**src/rtl/ifetch.sv**
```systemverilog
// ifetch: instruction fetch stage with an in-order fetch queue feeding decode.
// Optional build macro IFETCH_PREFETCH_EN selects a 2-entry queue, which sustains
// one instruction per cycle. Without it, the queue has 1 entry and fetch
// alternates with consume.
module ifetch #(
   parameter logic [31:0] RESET_PC = 32'h00000000
) (
   input  logic        CLK,
   input  logic        RES,
   input  logic        HLT,
   input  logic        JREQ,
   input  logic [31:0] JADDR,
   output logic        IREQ,
   output logic [31:0] IADDR,
   input  logic        IACK,
   input  logic [31:0] IDATAIN,
   output logic [31:0] IDATA,
   output logic [31:0] PC,
   output logic        FLUSH,
   output logic        XRES
);

`ifdef IFETCH_PREFETCH_EN
   localparam int unsigned DEPTH = 2;
`else
   localparam int unsigned DEPTH = 1;
`endif
   localparam int unsigned XLEN  = 32;
   localparam int unsigned CNT_W = 2;
   localparam logic [XLEN-1:0] NOP = 32'h00000013;

   logic [XLEN-1:0]  addr_q, addr_d;
   logic [XLEN-1:0]  last_pc_q, last_pc_d;
   logic [CNT_W-1:0] count_q, count_d;
   logic [XLEN-1:0]  h_pc_q, h_pc_d;
   logic [XLEN-1:0]  h_ins_q, h_ins_d;
`ifdef IFETCH_PREFETCH_EN
   logic [XLEN-1:0]  t_pc_q, t_pc_d;
   logic [XLEN-1:0]  t_ins_q, t_ins_d;
`endif
   logic             xres_q;

   logic             empty;
   logic             fill;
   logic             pop;
   logic [XLEN-1:0]  jtarget;
   logic             unused_jaddr_lsb;

   assign jtarget          = {JADDR[31:2], 2'b00};
   assign unused_jaddr_lsb = ^JADDR[1:0];

   // Handshake and queue movement for this cycle
   assign empty = (count_q == CNT_W'(0));
   assign IREQ  = !RES && !JREQ && (count_q < CNT_W'(DEPTH));
   assign fill  = IREQ && IACK;
   assign pop   = !HLT && !empty && !JREQ;

   // Decode-side view: head of queue, or a NOP bubble holding the last PC
   assign IADDR = addr_q;
   assign FLUSH = RES || empty;
   assign IDATA = (RES || empty) ? NOP : h_ins_q;
   assign PC    = empty ? last_pc_q : h_pc_q;
   assign XRES  = xres_q;

   // Next-state: redirect wins over pop/fill; otherwise shift head and append at tail
   always_comb begin
      addr_d    = addr_q;
      last_pc_d = last_pc_q;
      count_d   = count_q;
      h_pc_d    = h_pc_q;
      h_ins_d   = h_ins_q;
`ifdef IFETCH_PREFETCH_EN
      t_pc_d    = t_pc_q;
      t_ins_d   = t_ins_q;
`endif
      if (JREQ) begin
         addr_d    = jtarget;
         last_pc_d = jtarget;
         count_d   = CNT_W'(0);
      end else begin
         if (!empty) begin
            last_pc_d = h_pc_q;
         end
         if (fill) begin
            addr_d = addr_q + 32'd4;
         end
         count_d = count_q + CNT_W'(fill) - CNT_W'(pop);
         if (pop) begin
`ifdef IFETCH_PREFETCH_EN
            if (count_q == CNT_W'(2)) begin
               h_pc_d  = t_pc_q;
               h_ins_d = t_ins_q;
            end else
`endif
            if (fill) begin
               h_pc_d  = addr_q;
               h_ins_d = IDATAIN;
            end
         end else if (fill && empty) begin
            h_pc_d  = addr_q;
            h_ins_d = IDATAIN;
         end
`ifdef IFETCH_PREFETCH_EN
         // A new word lands behind the head; with count==1 and a pop it became the head above
         if (fill && (count_q == CNT_W'(1)) && !pop) begin
            t_pc_d  = addr_q;
            t_ins_d = IDATAIN;
         end
`endif
      end
   end

   // Control state: synchronous reset restarts fetch at RESET_PC with an empty queue
   always_ff @(posedge CLK) begin
      if (RES) begin
         addr_q    <= RESET_PC;
         last_pc_q <= RESET_PC;
         count_q   <= CNT_W'(0);
      end else begin
         addr_q    <= addr_d;
         last_pc_q <= last_pc_d;
         count_q   <= count_d;
      end
   end

   // Queue payload; only meaningful where count marks it occupied
   always_ff @(posedge CLK) begin
      h_pc_q  <= h_pc_d;
      h_ins_q <= h_ins_d;
`ifdef IFETCH_PREFETCH_EN
      t_pc_q  <= t_pc_d;
      t_ins_q <= t_ins_d;
`endif
   end

   // Reset indication to decode, delayed one cycle
   always_ff @(posedge CLK) begin
      xres_q <= RES;
   end

endmodule
```
**config.mk**
```make
export PLATFORM = sky130hd
export DESIGN_NAME = ifetch
export DESIGN_NICKNAME = d
export VERILOG_FILES = /design/src/rtl/ifetch.sv
export SDC_FILE = /design/constraint.sdc
export NUM_CORES = 1
export LEC_CHECK = 0
export CAP_MARGIN = 40
export CELL_PAD_IN_SITES_DETAIL_PLACEMENT = 1
export CELL_PAD_IN_SITES_GLOBAL_PLACEMENT = 1
export CORE_UTILIZATION = 36
export DETAILED_ROUTE_END_ITERATION = 8
export GPL_ROUTABILITY_DRIVEN = 0
export PLACE_DENSITY = 0.88
export SYNTH_ARGS = -nofsm -noshare
export SYNTH_HDL_FRONTEND = slang
export SYNTH_SLANG_ARGS = --single-unit
```
**constraint.sdc**
```tcl
create_clock -name CLK -period 5.7 [get_ports CLK]
set_clock_uncertainty 0.2 [all_clocks]
set_input_delay 0.855 -clock CLK [delete_from_list [all_inputs] [get_ports CLK]]
set_output_delay 0.855 -clock CLK [all_outputs]
set_load 0.005 [all_outputs]
```
==> results.cfg <==
[status]
outcome = finished, final reports clean

[floorplan]
dieArea_um2 = 15500
die_w_um = 124
rows = 44
fp.dieH_um = 124
core_um2 = 14600
ios = 168
start_util_pct = 36.9

[clock_tree]
clkTransAtPathRegs_ns = 0.06
htreeDepth = 4
cts_tree = built
cts.sinks = 127
cts_buffers = 17
cts_setup_buffers = 0
cts_hold_buf = 0
clock_path_buffers = 2
root_buffer = clkbuf_16
insertion_delay_ns = 0.42
cts_resized = 0

[detailed_routing]
drt_iter0_markers = 196
ant_nets = 0
drc = 0
vias_per_cell = 5.17
firstDrtPassIters = 4
wl_per_cell_um = 18.7
wl_um = 15700
vias = 4326

[power_and_ir_drop]
p_sw_uw = 547
total_power_mw = 2.52
p_int_mw = 1.98
p_seq_share_pct = 41.4
max-vdd-ir-drop_mv = 0.200
powerDensity_nw_per_um2 = 320
leakagePower_nw = 2.93
swShare_pct = 21.7
pwr-share-clk_pct = 48.6
combPwrFrac_pct = 10.1

[synthesis]
yosysUniqueCellTypes = 48
ys.flop_type = dfxtp_1
ys_seq_area_share_pct = 58.7
synth_edf_count = 62
yosys_warnings = 0
async_flop_share_pct = 0
ys_seq_elements = 127
syn_area_um2 = 5390
synth.avg_cell_area_um2 = 11.3
syn_inst = 475

[timing]
rsz0062_at_grt = false
period_minus_slack_ns = 3.70
hold_violations = 0
fmax_mhz = 270
finalSetupTns_ns = 0
finalCritPeriodShare_pct = 64.9
drv_slew = 0
tightest_slew_ns = 0.677
whs_ns = 0.279
slew_headroom_pct = 54.5
setup_viol = 0

[placed_design]
dpl.cell_count = 805
placed_area_um2 = 7230
io_buffers = 163
dp_hpwl_um = 11100

[layout]
final_common_cell = clkdlybuf4s50_1
stdcell_count = 837
syn_to_final_growth_pct = 46.5
drive_above_1_share_pct = 13.0
final_design_area_no_fill_um2 = 7900
final_cell_mix = clkdlybuf4s50_1, dfxtp_1, edfxtp_1
nNetsFinal = 713
antenna_cells = 0

[global_routing]
grt_pass1_vias = 4634
grt_use_total_pct = 21.2
grt_pass1_wl_um = 25200
antenna_found_initial = 0
grt_start_max_net_pins = 59
overflow = 0

[critical_path]
crit_type = input port to register
worstPathRequired_ns = 5.59
cp-end-kind = register
arrival_ns = 3.59
cp_max_fo = 52
startpoint_type = input port

[job]
drv_cap = 0

[worst_hold_path]
hold_class = register to register
## worst max-delay path, cell delays in order
cell	delay [ns]
clkdlybuf4s50_1	0.49
or3b_4	0.47
nor2_2	0.50
inv_1	0.23
ha_1	0.27
nor2_4	0.38
buf_12	0.35
## routing by layer
metal  GRT usage (%)  up-vias  wire length, µm
li1                -     2024                -
met1            24.7     2117             6680
met2            37.0      157             7910
met3            5.50       28              776
met4            8.08        0              284
met5               0        -                0
## flip-flops by register name, indices dropped and copies added, names as in the netlist
register and cells:
IADDR 30, h_pc_q 30, count_q 2, h_ins_q 32
XRES 1, last_pc_q 32
## logic make-up after synthesis
| logic type | count (synthesis) | synth area share (%) |
|---|---|---|
| xor+xnor | 20 | 3.25 |
| compound gates | 82 | 10.2 |
| fa+ha+maj | 4 | 0.929 |
| flops | 127 | 58.7 |
| other cells | 1 | 0.0696 |
| buf+inv | 50 | 3.90 |
| mux | 33 | 6.87 |
| simple gates | 158 | 16.1 |
## metrics by stage
stage	worst slack, ns	util [%]
3_5_place_dp	1.58	49.5
3_3_place_gp	1.66	49.4
6_report	2.00	54.1
4_1_cts	2.02	54.1
2_1_floorplan	0.619	-
5_1_grt	1.83	54.1
## area by class of cell
cell class / count / area, µm²
Clock buffer: 18 / 429
Inverter: 24 / 90.1
Clock inverter: 14 / 240
Tap cell: 184 / 230
Sequential cell: 127 / 3160
Multi-Input combinational cell: 299 / 2040
Timing Repair Buffer: 171 / 1710
Fill cell: 1532 / 6690
## cell usage after synthesis, drive strengths merged, types with 2 or more instances
cell | number | area, µm²
dfxtp | 65 | 1300
edfxtp | 62 | 1860
nor2 | 35 | 134
and2 | 32 | 200
mux2 | 32 | 360
a21oi | 29 | 145
nand2 | 26 | 97.6
inv | 23 | 86.3
o21a | 20 | 150
clkbuf | 19 | 71.3
nand4 | 17 | 113
nand3 | 16 | 95.1
xor2 | 13 | 114
nor3 | 11 | 66.3
a21boi | 9 | 67.6
buf | 7 | 48.8
xnor2 | 7 | 61.3
and3 | 6 | 37.5
a211oi | 5 | 37.5
ha | 4 | 50.1
o21bai | 4 | 30.0
o31a | 4 | 35.0
a31oi | 3 | 18.8
nor3b | 3 | 22.5
nor4 | 3 | 33.8
or3 | 3 | 18.8
a311oi | 2 | 17.5
o211ai | 2 | 15.0
or2 | 2 | 12.5
## path summary, 6_finish.rpt
| path | startpoint | endpoint | slack (ns) | cells after the start |
|---|---|---|---|---|
| worst max-delay path | IACK | h_pc_q[27] | 2.00 | 7 |
| worst min-delay path | last_pc_q[0] | last_pc_q[0] | 0.28 | 1 |
| worst max register to register | count_q[0] | h_pc_q[27] | 2.52 | 6 |
| worst min register to register | last_pc_q[0] | last_pc_q[0] | 0.28 | 1 |
## power groups by stage
stage	clock (mW)	combinational [mW]	sequential, mW
3_3_place_gp	0	0.245	1.06
4_1_cts	1.25	0.258	1.04
5_1_grt	1.29	0.276	1.05
3_5_place_dp	0	0.255	1.06
2_1_floorplan	0	0.104	1.05
6_report	1.23	0.254	1.04
(Power assumes the default switching activity.)
